### src/rtl/decode_stage.sv
// Registered instruction decoder: immediate, control bits, ALU select, register indices, illegal flag.
// Latency: 1 cycle from accepted instruction to out_valid; one bundle held in the output register.
// Backpressure: in_ready = !flush && (!out_valid || out_ready); the bundle holds stable while stalled.
//
// Ports:
//   clk, rstn                    clock, asynchronous active-low reset
//   in_valid/in_ready            instruction intake handshake (in_instr, in_pc)
//   flush                        drops the held bundle and blocks intake for this cycle
//   out_valid/out_ready          decoded bundle handshake (out_pc, out_imm, indices, controls, alu, illegal)
//   illegal_cnt                  saturating count of accepted illegal instructions
module decode_stage #(
  parameter int XLEN        = 32,
  parameter int IMM_SHIFTED = 0,
  parameter int CNT_W       = 16
) (
  input  logic             clk,
  input  logic             rstn,
  input  logic             in_valid,
  output logic             in_ready,
  input  logic [31:0]      in_instr,
  input  logic [XLEN-1:0]  in_pc,
  input  logic             flush,
  output logic             out_valid,
  input  logic             out_ready,
  output logic [XLEN-1:0]  out_pc,
  output logic [XLEN-1:0]  out_imm,
  output logic [4:0]       out_rd,
  output logic [4:0]       out_rs1,
  output logic [4:0]       out_rs2,
  output logic             out_reg_write,
  output logic             out_alu_src,
  output logic             out_mem_read,
  output logic             out_mem_write,
  output logic             out_mem_to_reg,
  output logic             out_branch,
  output logic             out_branch_ne,
  output logic             out_jal,
  output logic             out_jalr,
  output logic             out_lui,
  output logic             out_auipc,
  output logic [3:0]       out_alu_ctl,
  output logic             out_illegal,
  output logic [CNT_W-1:0] illegal_cnt
);

  localparam logic [6:0] OP_LOAD   = 7'b0000011;
  localparam logic [6:0] OP_STORE  = 7'b0100011;
  localparam logic [6:0] OP_REG    = 7'b0110011;
  localparam logic [6:0] OP_IMM    = 7'b0010011;
  localparam logic [6:0] OP_BRANCH = 7'b1100011;
  localparam logic [6:0] OP_JAL    = 7'b1101111;
  localparam logic [6:0] OP_JALR   = 7'b1100111;
  localparam logic [6:0] OP_LUI    = 7'b0110111;
  localparam logic [6:0] OP_AUIPC  = 7'b0010111;

  localparam logic [3:0] ALU_AND  = 4'd0;
  localparam logic [3:0] ALU_OR   = 4'd1;
  localparam logic [3:0] ALU_ADD  = 4'd2;
  localparam logic [3:0] ALU_XOR  = 4'd3;
  localparam logic [3:0] ALU_SUB  = 4'd6;
  localparam logic [3:0] ALU_SLT  = 4'd7;
  localparam logic [3:0] ALU_NONE = 4'd15;

  typedef struct packed {
    logic reg_write;
    logic alu_src;
    logic mem_read;
    logic mem_write;
    logic mem_to_reg;
    logic branch;
    logic branch_ne;
    logic jal;
    logic jalr;
    logic lui;
    logic auipc;
  } ctl_t;

  typedef struct packed {
    logic [XLEN-1:0] pc;
    logic [XLEN-1:0] imm;
    logic [4:0]      rd;
    logic [4:0]      rs1;
    logic [4:0]      rs2;
    ctl_t            ctl;
    logic [3:0]      alu;
    logic            illegal;
  } bundle_t;

  logic [6:0]      opcode;
  logic [2:0]      funct3;
  logic [6:0]      funct7;
  logic [XLEN-1:0] imm_i, imm_s, imm_b, imm_j, imm_u;
  logic [4:0]      f3_alu;   // {supported, alu select} for the shared R/I funct3 map
  bundle_t         dec;
  bundle_t         q;
  logic            load;

  assign opcode = in_instr[6:0];
  assign funct3 = in_instr[14:12];
  assign funct7 = in_instr[31:25];

  // Size casts of signed operands sign-extend to XLEN.
  assign imm_i = XLEN'($signed(in_instr[31:20]));
  assign imm_s = XLEN'($signed({in_instr[31:25], in_instr[11:7]}));
  assign imm_u = XLEN'($signed({in_instr[31:12], 12'b0}));

  // Halfword-scaled form drops the always-zero bit0, which equals an arithmetic shift right by one.
  generate
    if (IMM_SHIFTED != 0) begin : g_imm_half
      assign imm_b = XLEN'($signed({in_instr[31], in_instr[7], in_instr[30:25], in_instr[11:8]}));
      assign imm_j = XLEN'($signed({in_instr[31], in_instr[19:12], in_instr[20], in_instr[30:21]}));
    end else begin : g_imm_byte
      assign imm_b = XLEN'($signed({in_instr[31], in_instr[7], in_instr[30:25], in_instr[11:8], 1'b0}));
      assign imm_j = XLEN'($signed({in_instr[31], in_instr[19:12], in_instr[20], in_instr[30:21], 1'b0}));
    end
  endgenerate

  always_comb begin
    f3_alu = {1'b0, ALU_NONE};
    case (funct3)
      3'b000:  f3_alu = {1'b1, ALU_ADD};
      3'b111:  f3_alu = {1'b1, ALU_AND};
      3'b110:  f3_alu = {1'b1, ALU_OR};
      3'b100:  f3_alu = {1'b1, ALU_XOR};
      3'b010:  f3_alu = {1'b1, ALU_SLT};
      default: f3_alu = {1'b0, ALU_NONE};
    endcase
  end

  always_comb begin
    dec         = '0;
    dec.pc      = in_pc;
    dec.rd      = in_instr[11:7];
    dec.rs1     = in_instr[19:15];
    dec.rs2     = in_instr[24:20];
    dec.alu     = ALU_NONE;
    case (opcode)
      OP_LOAD: begin
        if (funct3 == 3'b010) begin
          dec.ctl.reg_write  = 1'b1;
          dec.ctl.alu_src    = 1'b1;
          dec.ctl.mem_read   = 1'b1;
          dec.ctl.mem_to_reg = 1'b1;
          dec.alu            = ALU_ADD;
          dec.imm            = imm_i;
        end else dec.illegal = 1'b1;
      end
      OP_STORE: begin
        if (funct3 == 3'b010) begin
          dec.ctl.alu_src   = 1'b1;
          dec.ctl.mem_write = 1'b1;
          dec.alu           = ALU_ADD;
          dec.imm           = imm_s;
        end else dec.illegal = 1'b1;
      end
      OP_REG: begin
        dec.ctl.reg_write = 1'b1;
        if (funct7 == 7'b0000000 && f3_alu[4]) dec.alu = f3_alu[3:0];
        else if (funct7 == 7'b0100000 && funct3 == 3'b000) dec.alu = ALU_SUB;
        else dec.illegal = 1'b1;
      end
      OP_IMM: begin
        if (f3_alu[4]) begin
          dec.ctl.reg_write = 1'b1;
          dec.ctl.alu_src   = 1'b1;
          dec.alu           = f3_alu[3:0];
          dec.imm           = imm_i;
        end else dec.illegal = 1'b1;
      end
      OP_BRANCH: begin
        if (funct3[2:1] == 2'b00) begin
          dec.ctl.branch    = 1'b1;
          dec.ctl.branch_ne = funct3[0];
          dec.alu           = ALU_SUB;
          dec.imm           = imm_b;
        end else dec.illegal = 1'b1;
      end
      OP_JAL: begin
        dec.ctl.reg_write = 1'b1;
        dec.ctl.jal       = 1'b1;
        dec.imm           = imm_j;
      end
      OP_JALR: begin
        if (funct3 == 3'b000) begin
          dec.ctl.reg_write = 1'b1;
          dec.ctl.alu_src   = 1'b1;
          dec.ctl.jalr      = 1'b1;
          dec.alu           = ALU_ADD;
          dec.imm           = imm_i;
        end else dec.illegal = 1'b1;
      end
      OP_LUI: begin
        dec.ctl.reg_write = 1'b1;
        dec.ctl.lui       = 1'b1;
        dec.imm           = imm_u;
      end
      OP_AUIPC: begin
        dec.ctl.reg_write = 1'b1;
        dec.ctl.auipc     = 1'b1;
        dec.alu           = ALU_ADD;
        dec.imm           = imm_u;
      end
      default: dec.illegal = 1'b1;
    endcase
    // Illegal bundles carry no side effects downstream.
    if (dec.illegal) begin
      dec.ctl = '0;
      dec.alu = ALU_NONE;
      dec.imm = '0;
    end
  end

  assign in_ready = !flush && (!out_valid || out_ready);
  assign load     = in_valid && in_ready;

  always_ff @(posedge clk or negedge rstn) begin
    if (!rstn) begin
      out_valid   <= 1'b0;
      q           <= '0;
      illegal_cnt <= '0;
    end else if (flush) begin
      out_valid <= 1'b0;
    end else if (load) begin
      out_valid <= 1'b1;
      q         <= dec;
      if (dec.illegal && illegal_cnt != {CNT_W{1'b1}})
        illegal_cnt <= illegal_cnt + CNT_W'(1);
    end else if (out_ready) begin
      out_valid <= 1'b0;
    end
  end

  assign out_pc         = q.pc;
  assign out_imm        = q.imm;
  assign out_rd         = q.rd;
  assign out_rs1        = q.rs1;
  assign out_rs2        = q.rs2;
  assign out_reg_write  = q.ctl.reg_write;
  assign out_alu_src    = q.ctl.alu_src;
  assign out_mem_read   = q.ctl.mem_read;
  assign out_mem_write  = q.ctl.mem_write;
  assign out_mem_to_reg = q.ctl.mem_to_reg;
  assign out_branch     = q.ctl.branch;
  assign out_branch_ne  = q.ctl.branch_ne;
  assign out_jal        = q.ctl.jal;
  assign out_jalr       = q.ctl.jalr;
  assign out_lui        = q.ctl.lui;
  assign out_auipc      = q.ctl.auipc;
  assign out_alu_ctl    = q.alu;
  assign out_illegal    = q.illegal;

endmodule

### config.mk
export PLATFORM = sky130hd
export DESIGN_NAME = decode_stage
export DESIGN_NICKNAME = d
export VERILOG_FILES = /design/src/rtl/decode_stage.sv
export SDC_FILE = /design/constraint.sdc
export NUM_CORES = 1
export LEC_CHECK = 0
export ABC_AREA = 1
export BUFFER_PORTS_ARGS = -buffer_cell sky130_fd_sc_hd__buf_2
export CORE_MARGIN = 4
export CORE_UTILIZATION = 25
export CTS_BUF_LIST = sky130_fd_sc_hd__clkbuf_8 sky130_fd_sc_hd__clkbuf_16
export DETAILED_ROUTE_END_ITERATION = 12
export GPL_TIMING_DRIVEN = 0
export PLACE_DENSITY = 0.46
export SLEW_MARGIN = 20
export SYNTH_ARGS = -nofsm -noshare
export SYNTH_HDL_FRONTEND = slang
export SYNTH_SLANG_ARGS = --single-unit
### constraint.sdc
create_clock -name clk -period 3.5 [get_ports clk]
set_input_delay 0.875 -clock clk [delete_from_list [all_inputs] [get_ports clk]]
set_output_delay 0.875 -clock clk [all_outputs]
set_load 0.01 [all_outputs]
==> results.txt, run 1 <==
fin crit share = 73.0%
Core ar. = 0.0226 mm2
hold slack = 452 ps
CTS Hold Buffers Added = 0
Post-CTS Setup Bufs = 0
Crit. Startpoint = out_ready
first-pass GRT wire length = 30500 um
Clock Tree Buf Depth = 2
clock skew = 13.1 ps
Cell Rows = 55
max layer used = met4
gate count after technology mapping = 794
outcome = finished clean
total leakage power = 4.26 nW
Most used DFF post-synth = dfrtp_1
ANT cells = 0
number of global-route vias before repair = 5499
CP Launch Type = input port
sequential-to-total area share from yosys stat = 48.4%
Cell Chain, Critical Path = buf_2, inv_1, nand2_1, inv_1, nor2_1, nand2_1, clkbuf_1, clkbuf_1, nand2_1, nand2_1
clock slew at reported path FFs = 80 ps
Worst EP required = 3810 ps
final hold vios = 0
share of layout cells above drive strength 1 = 23.2%
Fin Setup TNS = 0 ps
sequential power share = 46.8%
number of buffers created by CTS = 9
GRT Util Overall = 15.0%
number of vias in the routed layout = 5539
min cycle time layout = 2550 ps
PD cells = 428 mW/mm2
power share of the clock group = 36.4%
die width = 160 um
Crit. End Element = flip-flop
Yosys cell types = 30
unrepaired setup endpoints after global routing = no
Layout area overhead = 28.1%
# nets final = 1057
initial antenna violation count = 0
Via-to-Cell Ratio = 4.34
DIE AREA = 0.0254 mm2
Routed Antenna Nets = 0
Mapped Nets = 864
met2 WL post-DR = 8860 um
TritonCTS clock tree = done
HP Class = in2async
Mapped Area = 0.00574 mm2
total power = 0.00315 W
dpl cell area = 0.00704 mm2
Comb pwr share = 16.8%
Final Non-Filler Cells = 1277
worst slew margin relative to its limit = 51.5%
Port-buffer cells = 181
design area = 0.00736 mm2
routed wire length = 19300 um
most used cell, CP = nand2_1
Top-Level Pins = 182
max incr delay on CP = 610 ps
worst path bufs/invs = 5
largest vdd supply drop = 0.198 mV
Clock Sinks = 111
Reg2Reg Depth = 8
CP Max Fanout = 10
synthesized area per cell = 7.23 um2
Die Y = 160 um
Placer Congestion = 0.839
ys async rst share = 100%
grt ovf = 0
Pre-antenna DRT Iters = 4
worst r2r src = out_valid
critical path depth = 10
Starting Density = 25.4%
Worst Setup Path Type = in2reg
Clock Tree Root = clkbuf_16
final setup fails = 0
Sw Ratio = 29.2%
CP arrival = 2860 ps
number of synthesized flops with an enable pin = 0
FMAX = 392 MHz
Internal = 0.00223 W
Ys Warns = 0
Worst path top cell family by delay = buffers and inverters
post_cts resized = 0
Worst-Margin Slew = 728 ps
worst skew pair latency = 360 ps
synthesized flop and latch total = 111
1st-iter DRT viols = 218
wire per inst = 15.1 um
hpwl dp = 14600 um
Max Transition Viols Final = 0
Switch Pwr = 0.000918 W
met1 WL = 9010 um
H-tree Lvls = 3
cell count after placement = 1261
worst-path cell with the longest stage delay = clkbuf_1
max_cap viols = 0
largest net degree at the start of global routing = 58
metal3 WL = 1310 um
DRC Markers = 0
[power by group through the flow]
stage	Combinational [W]	Clock, W	Sequential [W]
4_1_cts	0.000544	0.00118	0.00147
5_1_grt	0.000595	0.00123	0.00149
3_3_place_gp	0.000535	0	0.00150
3_5_place_dp	0.000543	0	0.00150
2_1_floorplan	0.000200	0	0.00155
6_report	0.000528	0.00114	0.00147
[sequential cells by signal, summed over array words and instances (netlist names)]
name           cells
out_pc            32
out_jal            1
out_rs2            5
out_mem_read       1
out_imm           32
out_illegal        1
out_rd             5
out_auipc          1
out_reg_write      1
out_valid          1
illegal_cnt       16
out_lui            1
out_branch_ne      1
out_alu_ctl        4
out_jalr           1
out_branch         1
out_rs1            5
out_mem_write      1
out_alu_src        1
[cell usage in the layout (no fill, tap or decap)]
cell type,n
inv_1,51
nor2_1,64
inv_6,2
o41ai_1,1
o21ai_1,3
clkinvlp_4,1
buf_6,2
nand3_1,71
buf_2,189
buf_16,1
clkinv_2,1
nor2_2,2
nand3_2,2
nand3b_1,1
bufinv_16,2
nand2_4,3
nand2_1,352
ha_1,1
clkbuf_1,21
a21oi_2,2
o31ai_1,1
nor2_4,2
nor3_2,1
o22ai_1,1
clkbuf_16,9
dfrtp_1,111
nand2_2,2
o21ai_0,53
buf_4,1
inv_2,6
xor2_1,8
xnor2_1,5
nor3_1,11
nand4_1,7
nor3_4,1
a31oi_2,1
[Yosys cell counts, types with 3 or more instances]
library cell	count	area, um2
nand2_1	352	1320
dfrtp_1	111	2780
nand3_1	71	355
nor2_1	64	240
o21ai_0	53	265
inv_1	50	188
clkbuf_1	21	78.8
nor3_1	11	55.1
buf_2	9	45.0
xor2_1	8	70.1
nand4_1	7	43.8
inv_2	6	22.5
xnor2_1	5	43.8
nand2_4	3	33.8
o21ai_1	3	15.0
[worst reg2reg max path, stage by stage, from the launching register on]
cell and delay (ps):
dfrtp_1 350, nand2_1 50, inv_1 60, nor2_1 50, nand2_1 380, clkbuf_1 620, clkbuf_1 500, nand2_1 120
nand2_1 90
[layer usage]
layer | track usage, % | up-vias
li1 | - | 2880
met1 | 19.6 | 2507
met2 | 24.6 | 140
met3 | 4.45 | 12
met4 | 3.04 | 0
met5 | 0 | -
[kinds of logic (layout without fill, tap and decap cells)]
logic type                 Yosys count  after routing  share of synthesized area, %
and+or+nand+nor                    519            519                          37.5
DFF                                111            111                          48.4
xor gates and xnor gates            13             13                          1.98
adders and majority gates            1              1                         0.218
buffers and inverters               88            286                          6.15
AOI/OAI and AO/OA                   62             62                          5.80
[path summary, 6_finish.rpt]
check	to	slack (ps)
max	out_pc[31]	950
max in group asynchronous	out_rd[3]	2340
max reg2reg	out_pc[31]	1230
min in group clk	out_imm[22]	470
min reg2reg	out_imm[22]	470
min	out_imm[18]	450
[cell type report]
cell class	instances	area (um2)
fill	2509	15300
sequential	111	2780
multi-input combinational	595	2610
timing repair buffer	182	940
tap	285	357
clock buffer	9	225
inverter	56	210
buffer	32	143
clock inverter	7	93.8
[per-stage QoR]
step                util (%)  setup WS [ps]
floorplan                  -           1320
global placement        30.9           14.5
detailed placement      31.1            459
CTS                     32.5            834
global route            32.5            683
finish                  32.5            946
(Power assumes the default switching activity.)
==> run 2: changes to the inputs <==
--- a/config.mk
+++ b/config.mk
@@ -12,7 +12,7 @@
 export CTS_BUF_LIST = sky130_fd_sc_hd__clkbuf_8 sky130_fd_sc_hd__clkbuf_16
 export DETAILED_ROUTE_END_ITERATION = 12
 export GPL_TIMING_DRIVEN = 0
-export PLACE_DENSITY = 0.46
+export PLACE_DENSITY = 0.48
 export SLEW_MARGIN = 20
 export SYNTH_ARGS = -nofsm -noshare
 export SYNTH_HDL_FRONTEND = slang
==> constraint.sdc (replaced) <==
create_clock -name clk -period 2.1 [get_ports clk]
set_input_delay 0.525 -clock clk [delete_from_list [all_inputs] [get_ports clk]]
set_output_delay 0.525 -clock clk [all_outputs]
set_load 0.01 [all_outputs]
==> run 2 against run 1 <==
Against the previous run: combinational power up 69%; critical path type unchanged; design area up 0.46%; via count up 2.5%.
==> results.txt, run 2 (same netlist as run 1, synthesis figures left out) <==
sequential power share = 47.2% (+0.4 points)
hpwl dp = 14500 um (-0.84%)
Worst-Margin Slew = 618 ps (-109 ps)
CTS Hold Buffers Added = 0 (unchanged)
largest net degree at the start of global routing = 64 (+10%)
total leakage power = 4.27 nW (+0.42%)
ANT cells = 0 (unchanged)
CP Max Fanout = 10 (unchanged)
PD cells = 704 mW/mm2 (+65%)
Max Transition Viols Final = 0 (unchanged)
Pre-antenna DRT Iters = 6 (+2)
Clock Tree Buf Depth = 2 (unchanged)
commonest cells after routing, fill and taps aside = 351 x nand2_1, 188 x buf_2, 111 x dfrtp_1, 71 x nand3_1, 61 x nor2_1
Port-buffer cells = 181 (unchanged)
clock slew at reported path FFs = 80 ps (about the same)
Clock Sinks = 111 (unchanged)
first-pass GRT wire length = 30600 um (+0.43%)
met3 Use GR = 4.48% (+0.026 points)
Cell Rows = 55 (unchanged)
Layout area overhead = 28.7%
final setup fails = 0 (unchanged)
share of layout cells above drive strength 1 = 24.5% (+1.3 points)
Switch Pwr = 0.00158 W (+72%)
met1 Use GR = 19.4% (-0.26 points)
GRT Util Overall = 15.0% (+0.037 points)
Clock Tree Root = clkbuf_16
final hold vios = 0 (unchanged)
FMAX = 506 MHz
Placer Congestion = 0.865 (+3.1%)
Post-CTS Setup Bufs = 0 (unchanged)
Internal = 0.00362 W (+63%)
initial antenna violation count = 0 (unchanged)
clock skew = 12.0 ps (-1.13 ps)
# nets final = 1057 (unchanged)
HP Class = in2async
total power = 0.00520 W (+65%)
Final Non-Filler Cells = 1277 (unchanged)
Die Y = 160 um (unchanged)
power share of the clock group = 35.7% (-0.7 points)
dpl cell area = 0.00704 mm2 (unchanged)
wire per inst = 15.2 um (+0.52%)
number of vias in the routed layout = 5679 (+2.5%)
Fin Setup TNS = 0 ps (unchanged)
routed wire length = 19400 um (+0.52%)
min cycle time layout = 1980 ps
Top-Level Pins = 182 (unchanged)
cell count after placement = 1261 (unchanged)
number of global-route vias before repair = 5584 (+1.5%)
met2 GRT Util = 24.9% (+0.25 points)
TritonCTS clock tree = done
Comb pwr share = 17.1% (+0.3 points)
commonest non-fill, non-tap cell in the layout = nand2_1
Starting Density = 25.4% (unchanged)
number of buffers created by CTS = 9 (unchanged)
max_cap viols = 0 (unchanged)
DRC Markers = 0 (unchanged)
worst skew pair latency = 350 ps (about the same)
design area = 0.00739 mm2 (+0.46%)
DIE AREA = 0.0254 mm2 (unchanged)
Worst EP required = 2400 ps (-1410 ps)
Routed Antenna Nets = 0 (unchanged)
H-tree Lvls = 3 (unchanged)
outcome = finished clean
Via-to-Cell Ratio = 4.45 (+2.5%)
largest vdd supply drop = 0.434 mV (+120%)
Worst Setup Path Type = in2reg
Sw Ratio = 30.4% (+1.2 points)
1st-iter DRT viols = 375 (+72%)
grt ovf = 0 (unchanged)
die width = 160 um (unchanged)
busiest grt layer = met2
CP Launch Type = input port
fin crit share = 94.2%
Core ar. = 0.0226 mm2 (unchanged)
CP arrival = 2280 ps (-580 ps)
hold slack = 107 ps (-345 ps)
Crit. End Element = flip-flop
Fill cells = 2477 (-1.3%)
worst slew margin relative to its limit = 58.8% (+7.3 points)
## run 2: metrics by stage
stage	utilization, %	setup slack [ps]
detailed placement	31.1	-541
CTS	32.5	45.1
finish	32.6	122
floorplan	-	268
global placement	30.9	-1050
global route	32.6	-4.23
## run 2: metal layers
metal,up-vias,part of all wire [%]
met4,0,0.96
met3,13,6.5
met2,169,47
met5,-,0
li1,2882,-
met1,2615,45
## run 2: path summary, 6_finish.rpt
check,cells past startpoint,from,slack (ps),to
hold reg to reg,2,out_imm[22],470,out_imm[22]
hold / removal,1,rstn,110,out_rs1[0]
min in group clk,2,flush,320,out_valid
setup / recovery,12,in_instr[1],120,illegal_cnt[10]
setup reg to reg,9,illegal_cnt[0],160,illegal_cnt[10]
max in group asynchronous,2,rstn,1300,illegal_cnt[9]
## run 2: final cells by class
cell class | instances | area (um2) | share of cell area [%]
multi-input combinational | 595 | 2640 | 35.7
sequential | 111 | 2780 | 37.6
clock inverter | 7 | 86.3 | 1.17
inverter | 56 | 210 | 2.84
timing repair buffer | 182 | 940 | 12.7
clock buffer | 9 | 225 | 3.05
buffer | 32 | 155 | 2.10
tap | 285 | 357 | 4.83
## run 2: power by group through the flow
stage	combinational [W]	sequential, W	clock (W)
CTS	0.000914	0.00246	0.00193
global route	0.00101	0.00249	0.00201
global placement	0.000892	0.00250	0
floorplan	0.000334	0.00259	0
detailed placement	0.000907	0.00249	0
finish	0.000890	0.00246	0.00185
## run 2: worst max-delay path, cell delays in order
cell	delay [ps]
buf_2	70
nand2_1	100
inv_1	100
nand3_2	180
nor2_1	400
nand3_1	130
nand2_1	120
nor2_4	50
nand2_4	140
buf_2	260
nand3_1	100
nand2_1	80
## run 2: what timing repair did
action,CTS,global route
setup endpoints to repair,80,73
resized for setup,9,8
pin swaps,0,1
